### src/rtl/fetch_queue.sv
// fetch_queue: circular instruction queue between fetch and decode.
// Holds {instruction, PC, PC+4} triples; the head entry is presented
// combinationally from registered state, zeroed whenever the queue is empty.
module fetch_queue #(
    parameter int DEPTH = 4
) (
    input  logic        CLK,
    input  logic        RESET,
    input  logic [31:0] Instr1_IN,
    input  logic [31:0] Instr_PC_IN,
    input  logic [31:0] Instr_PC_Plus4_IN,
    input  logic        Valid_IN,
    input  logic        Consume_IN,
    input  logic        Flush,
    output logic [31:0] Instr1_OUT,
    output logic [31:0] Instr_PC_OUT,
    output logic [31:0] Instr_PC_Plus4_OUT,
    output logic        Valid_OUT,
    output logic        STALL_2IF,
    output logic [4:0]  Count_OUT
);

    localparam int         PW      = $clog2(DEPTH);
    localparam logic [4:0] DEPTH_C = 5'(DEPTH);

    typedef struct packed {
        logic [31:0] instr;
        logic [31:0] pc;
        logic [31:0] pc_plus4;
    } entry_t;

    entry_t          mem [DEPTH];
    logic [PW-1:0]   head;
    logic [PW-1:0]   tail;
    logic [4:0]      count;

    logic            pop_ok;
    logic            push_ok;
    logic            empty;

    // Handshake qualification; a full queue still accepts a push when a pop frees the head slot.
    always_comb begin
        empty   = (count == '0);
        pop_ok  = Consume_IN && !empty;
        push_ok = Valid_IN && ((count < DEPTH_C) || pop_ok);
    end

    // Pointer and occupancy state; flush dominates any concurrent push or pop.
    always_ff @(posedge CLK or negedge RESET) begin
        if (!RESET) begin
            head  <= '0;
            tail  <= '0;
            count <= '0;
        end else if (Flush) begin
            head  <= '0;
            tail  <= '0;
            count <= '0;
        end else begin
            if (pop_ok)
                head <= head + PW'(1);
            if (push_ok)
                tail <= tail + PW'(1);
            case ({push_ok, pop_ok})
                2'b10:   count <= count + 5'd1;
                2'b01:   count <= count - 5'd1;
                default: count <= count;
            endcase
        end
    end

    // Entry storage; contents are never reset since empty-queue outputs are masked.
    always_ff @(posedge CLK) begin
        if (push_ok && !Flush)
            mem[tail] <= '{instr: Instr1_IN, pc: Instr_PC_IN, pc_plus4: Instr_PC_Plus4_IN};
    end

    // Head presentation and status flags, driven only from registered state.
    always_comb begin
        Valid_OUT          = !empty;
        STALL_2IF          = (count == DEPTH_C);
        Count_OUT          = count;
        Instr1_OUT         = '0;
        Instr_PC_OUT       = '0;
        Instr_PC_Plus4_OUT = '0;
        if (!empty) begin
            Instr1_OUT         = mem[head].instr;
            Instr_PC_OUT       = mem[head].pc;
            Instr_PC_Plus4_OUT = mem[head].pc_plus4;
        end
    end

endmodule

### config.mk
export PLATFORM = sky130hd
export DESIGN_NAME = fetch_queue
export DESIGN_NICKNAME = d
export VERILOG_FILES = /design/src/rtl/fetch_queue.sv
export SDC_FILE = /design/constraint.sdc
export NUM_CORES = 1
export LEC_CHECK = 0
export CAP_MARGIN = 20
export CELL_PAD_IN_SITES_DETAIL_PLACEMENT = 0
export CELL_PAD_IN_SITES_GLOBAL_PLACEMENT = 1
export CORE_UTILIZATION = 50
export DETAILED_ROUTE_END_ITERATION = 6
export PLACE_DENSITY_LB_ADDON = 0.1
export SYNTH_ARGS = -nofsm -noshare
export SYNTH_HDL_FRONTEND = slang
export SYNTH_SLANG_ARGS = --single-unit
### constraint.sdc
create_clock -name CLK -period 6.7 [get_ports CLK]
set_input_delay 1.005 -clock CLK [delete_from_list [all_inputs] [get_ports CLK]]
set_output_delay 1.005 -clock CLK [all_outputs]
set_load 0.01 [all_outputs]
==> summary.json <==
{
  "worstSetupStartpointType": "register",
  "grt_first_pass_wirelength_mm": 46.89,
  "boundaryPins": 204,
  "yosys_most_used_dff": "edfxtp_1",
  "fill_cells": 2020,
  "rsz0062_at_grt": "no",
  "gp_congestion": 0.7323,
  "first_iter_violations": 511,
  "post-route-min-period_ps": 4355,
  "synthDominantCellAreaShare_pct": 76.33,
  "vias_per_instance": 5.546,
  "cts.sink_count": 393,
  "endpoint_kind": "output pin",
  "routed_wl_mm": 30.51,
  "placed_cells": 1249,
  "swShare_pct": 28.02,
  "rows": 63,
  "worstPathBufferInverterCount": 2,
  "required_ps": 5690,
  "cts_repair_resize_count": 0,
  "synth_compound_area_share_pct": 0.7951,
  "post_cts.repair.setup_buffers": 0,
  "detailedPlacementHpwl_mm": 17.46,
  "critical-path-slowest-cell": "dfrtp_4",
  "post_route_cells_drive_above_1_share_pct": 18.88,
  "final_core_utilization_pct": 63.88,
  "yosys.cell_types.count": 34,
  "synth_seq_area_share_pct": 77.82,
  "final_net_count": 1011,
  "ctsRootBufferMaster": "clkbuf_16",
  "post_synth_simple_gate_area_pct": 4.945,
  "comb_power_share_pct": 34.9,
  "antenna_violations_before_repair": 3,
  "synth-seq-cells": 393,
  "clock_tree_from_tritoncts": "built",
  "holdCritPathClass": "register to register",
  "p_leak_nw": 6.075,
  "avgSynthCellArea_sq_um": 22.18,
  "cp_data_arrival_time_ps": 3350,
  "worst-setup-path-type": "register to output pin",
  "synth_warnings": 0,
  "worst_path_dominant_cell_family": "buffers and inverters",
  "power_mw": 8.168,
  "finalSetupViolCount": 0,
  "p_switching_mw": 2.289,
  "fmax_ghz": 0.2296,
  "clkLatencyLatePin_ps": 520,
  "cts_buffers": 40,
  "crit_path_cell_trace": "buf_4 > mux4_2 > and2_1 > clkdlybuf4s50_1",
  "cts_buffer_depth": 3,
  "fin_worst_skew_ps": 10.00,
  "chipHeight_microns": 175.8,
  "synth.net_count": 790,
  "fp.coreArea_sq_um": 29720,
  "synthArstFlopShare_pct": 2.290,
  "yosys.area_share.xor_xnor_pct": 0.1739,
  "share_of_power_burned_in_the_clock_network_pct": 28.0,
  "critical_path.max_stage_delay_ps": 1090,
  "postPlaceCellArea_sq_um": 17590,
  "synth.cells.most_frequent": "edfxtp_1 (384), and2_1 (100), mux4_2 (96), clkbuf_1 (18), buf_2 (13)",
  "outcome": "finished with violations",
  "overall_track_demand_over_capacity_in_global_routing_pct": 20.54,
  "starting_density_pct": 50.84,
  "finish.instance_area_sq_um": 18980,
  "io_buffers": 203,
  "final_cells": 1323,
  "adder_cell_fraction_of_synth_area_pct": 0.7123,
  "die_area_sq_um": 30910,
  "detailroute.via_count": 7338,
  "drtAntennaViolNets": 0,
  "synthMostInstantiatedCell": "edfxtp_1",
  "muxShareOfSynthArea_pct": 14.38,
  "cp_max_fo": 64,
  "cells_taking_the_most_area_after_synthesis": "edfxtp_1 (76%), mux4_2 (14%), and2_1 (4.1%)",
  "global_route.overflow_total": 0,
  "count_of_endpoints_failing_hold_in_the_final_timing_report": 0,
  "power.density_cell_area_nw_per_um2": 430.3,
  "synth.cell_area_sq_um": 15110,
  "internal_power_mw": 5.879,
  "area.growth.synth_to_final_pct": 25.67,
  "share_seq_of_total_power_pct": 37.1,
  "yosys.area.top_type": "edfxtp_1",
  "dr.pass1.iters": 7,
  "grt_start_max_net_pins": 98,
  "clk_transition_reported_paths_ps": 60,
  "syn_inst": 681,
  "maxSlewViolCount": 0,
  "post_drt_wl_per_cell_microns": 23.06,
  "die_width_microns": 175.8,
  "post-route-drc-count": 2,
  "synth_top_family_by_area": "multiplexers",
  "crit_share_post_route_pct": 65.00,
  "violations_in_the_final_reports": "design-rule violations",
  "cts_htree_levels": 2,
  "slew-limit-headroom_pct": 32.10,
  "worstMarginPinSlew_ps": 1018,
  "cts_hold_buf": 0,
  "synth_enable_flop_cells": 384,
  "power.ir.vdd_worst_mv": 0.2910,
  "number_of_global_route_vias_before_repair": 7956,
  "timing.max_cap.violations": 0,
  "fin_tns_setup_ps": 0
}
-- flip-flops by register name (all words and copies together) (netlist names) --
| register | count |
|---|---|
| Count_OUT | 5 |
| head | 2 |
| mem | 384 |
| tail | 2 |
-- path summary, 6_finish.rpt --
path | start | to | slack, ps | cells after the start
worst max-delay path | head[1] | Instr_PC_Plus4_OUT[3] | 2340 | 4
worst min-delay path | tail[1] | tail[1] | 620 | 2
worst max register to register | Count_OUT[3] | mem[3][17] | 3430 | 5
worst min register to register | tail[1] | tail[1] | 620 | 2
max in group asynchronous | RESET | head[0] | 5540 | 1
min in group asynchronous | RESET | head[1] | 810 | 1
-- worst reg2reg max path, delay by kind of cell, from the launching register on --
| kind | cells | cell delay, ps |
|---|---|---|
| flops | 1 | 470 |
| compound gates | 1 | 250 |
| simple gates | 3 | 1410 |
| buf+inv | 1 | 740 |
-- per-stage QoR --
stage               setup slack [ps]  hold WS, ps
floorplan                       2625        542.0
global placement                2700        564.6
detailed placement              2666        614.7
CTS                             2108        629.1
global route                    2208        654.5
finish                          2345        622.6
-- cells by family after synthesis --
logic type               Yosys count
flip-flops                       393
AND/OR/NAND/NOR                  123
multiplexers                      97
buffers and inverters             40
AO/OA/AOI/OAI                     17
adder cells (fa/ha/maj)            8
XOR/XNOR                           3
-- cells in the final DEF (no fill, tap or decap), types with 2 or more instances in the layout --
master,n
mux4_2,96
buf_16,2
buf_4,6
xnor2_1,3
ha_1,7
nor2_1,10
clkinv_1,7
edfxtp_1,384
inv_6,2
dfrtp_4,2
and2_1,96
a21oi_1,5
nor3_1,2
clkinv_2,8
inv_1,6
dfrtp_1,7
bufinv_16,7
clkbuf_1,5
clkbuf_16,41
o21ai_0,4
clkdlybuf4s50_1,203
nand2_1,3
and2_4,4
-- routing by layer --
metal | track usage, % | up-vias | routed length [microns]
met3 | 5.173 | 41 | 1920
li1 | - | 3222 | -
met2 | 34.49 | 199 | 15420
met1 | 27.18 | 3872 | 12660
met5 | 0 | - | 26
met4 | 4.674 | 4 | 488
-- power groups by stage --
| stage | registers (mW) | clock network (mW) | logic [mW] |
|---|---|---|---|
| after floorplan | 3.03 | 0 | 1.50 |
| final | 3.03 | 2.29 | 2.85 |
| after global placement | 3.14 | 0 | 2.79 |
| after CTS | 3.11 | 2.33 | 2.83 |
| after detailed placement | 3.16 | 0 | 2.81 |
| after global routing | 3.05 | 2.43 | 3.08 |
-- cell type report --
class,count,area [sq um],share of cell area [%]
multi-input combinational,248,3191,16.81
timing repair buffer,212,2152,11.34
inverter,7,26.28,0.1384
antenna,1,2.502,0.01318
tap,390,488.0,2.570
clock buffer,47,1059,5.576
clock inverter,25,302.8,1.595
sequential,393,11760,61.97
Note: power is estimated with default switching activity, not from simulation.
==> RTL edit (same settings) <==
Compare `count` against `DEPTH_C` with >= in place of ==.
--- a/src/rtl/fetch_queue.sv
+++ b/src/rtl/fetch_queue.sv
@@ -77,7 +77,7 @@
     // Head presentation and status flags, driven only from registered state.
     always_comb begin
         Valid_OUT          = !empty;
-        STALL_2IF          = (count == DEPTH_C);
+        STALL_2IF          = (count >= DEPTH_C);
         Count_OUT          = count;
         Instr1_OUT         = '0;
         Instr_PC_OUT       = '0;
Check against the original RTL: same outputs for any inputs over 4 cycles, from zero or initial values and one cycle with RESET low; that may be too few to reach the edited logic, so the function may still have changed.
==> RTL edit against the original RTL <==
  * Total power down 4.1%
  * Sequential cell count unchanged
  * Wire length down 3.9%
  * Synthesized area about the same
  * Synthesized cell count down 0.29%
  * Worst setup slack better by 0.044 ns
  * Design area down 1.1%
  * Count of clock-buffer cells in the layout up 6
  * Critical path type unchanged
==> RTL edit: results (changes against the original RTL) <==
[status]
status = finished clean

[placed_design]
dpl_cell_area_mm2 = 0.0176  ; about the same
dp_hpwl_um = 17200  ; -1.8%
pre_cts_ws_ns = 2.58  ; -0.0850 ns

[global_route]
antenna_found_initial = 0  ; -3
grt_first_pass_wirelength_um = 45100  ; -3.8%
first_global_vias = 7885  ; -0.89%
grt_usage_pct = 19.6  ; -0.94 points

[logic_synthesis]
synth_common_cells = edfxtp_1, and2_1, mux4_2
synth.avg_cell_area_um2 = 22.3  ; +0.36%
synth_fp_nets = 788  ; -0.25%
seq_area_frac_synth_pct = 77.8  ; about the same
synthTopCellsByArea = edfxtp_1, mux4_2, and2_1

[power_and_ir_drop]
p_int_w = 0.00561  ; -4.6%
vdd_ir_drop_max_v = 0.000273  ; -6.1%

[routing]
via_per_inst = 5.51  ; -0.72%
wl_per_cell_um = 22.2  ; -3.7%
drtIter0Drc = 510  ; -0.20%
dr.pass1.iters = 4  ; -3

[worst_hold_path]
worstHoldStart = Count_OUT[3]

[layout]
antenna_cells = 0  ; -1
stdcell_count = 1320  ; -0.23%
drive_gt1_share_pct = 17.7  ; -1.1 points

[sta]
tightest_slew_ns = 1.00  ; -0.0157 ns
fin_skew_ns = 0.0116  ; +0.00164 ns

[setup_path]
critical_path_peak_fanout = 61  ; -4.7%
slowest_delay_ns = 1.03  ; -0.06 ns

==> RTL edit: changes by cell type in the layout (fill, tap and decap cells not counted), moves of 2 or more <==
cell | unedited run | this run
buf_4 | 6 | 8
clkinv_2 | 8 | 4
inv_6 | 2 | 0
clkbuf_1 | 5 | 12
nor2_1 | 10 | 8
bufinv_16 | 7 | 0
clkinv_1 | 7 | 12
==> RTL edit: path summary, 6_finish.rpt <==
check | to | slack [ns] | cells after the start
worst max-delay path | Instr_PC_OUT[22] | 2.39 | 4
worst min-delay path | Count_OUT[3] | 0.62 | 2
worst max register to register | mem[0][80] | 3.50 | 5
worst min register to register | Count_OUT[3] | 0.62 | 2
max in group asynchronous | head[1] | 5.52 | 1
min in group asynchronous | Count_OUT[2] | 0.82 | 1
==> RTL edit: kinds of logic after synthesis <==
logic type | share of synthesized area, %
AOI/OAI and AO/OA | 0.770
and+or+nand+nor | 4.87
xor gates and xnor gates | 0.232
adders and majority gates | 0.712
muxes | 14.4
buffers and inverters | 1.28
DFF | 77.8
==> RTL edit: power groups by stage <==
stage               Clock, W  Combinational, W  Sequential, W
detailed placement         0           0.00281        0.00315
finish               0.00196           0.00284        0.00303
floorplan                  0           0.00152        0.00303
global placement           0           0.00279        0.00314
global route         0.00209           0.00306        0.00305
CTS                  0.00201           0.00283        0.00310
==> RTL edit: metal layers <==
| layer | routed length [µm] | vias to the layer above | part of all wire (%) | track usage (%) |
|---|---|---|---|---|
| met3 | 1470 | 39 | 5.0 | 3.53 |
| met1 | 12500 | 3806 | 43 | 26.4 |
| met2 | 14800 | 211 | 51 | 33.2 |
| li1 | - | 3213 | - | - |
| met4 | 539 | 0 | 1.8 | 4.96 |
| met5 | 0 | - | 0 | 0 |
==> RTL edit: worst min-delay path, delay by kind of cell (launching register included) <==
kind	cells	cell delay, ns
compound gates	1	0.06
flops	1	0.44
simple gates	1	0.08
==> RTL edit: through the flow <==
| stage | util (%) | hold WS (ns) |
|---|---|---|
| floorplan | - | 0.542 |
| global placement | 59.1 | 0.558 |
| detailed placement | 59.3 | 0.612 |
| CTS | 63.1 | 0.625 |
| global route | 63.2 | 0.648 |
| finish | 63.2 | 0.619 |
==> RTL edit: cell type report <==
class	instances	area (µm²)	area share, %
Inverter	8	32.5	0.173
Timing Repair Buffer	214	2170	11.6
Clock buffer	53	1070	5.70
Clock inverter	17	72.6	0.386
Sequential cell	393	11800	62.6
Multi-Input combinational cell	245	3180	16.9
Tap cell	390	488	2.60
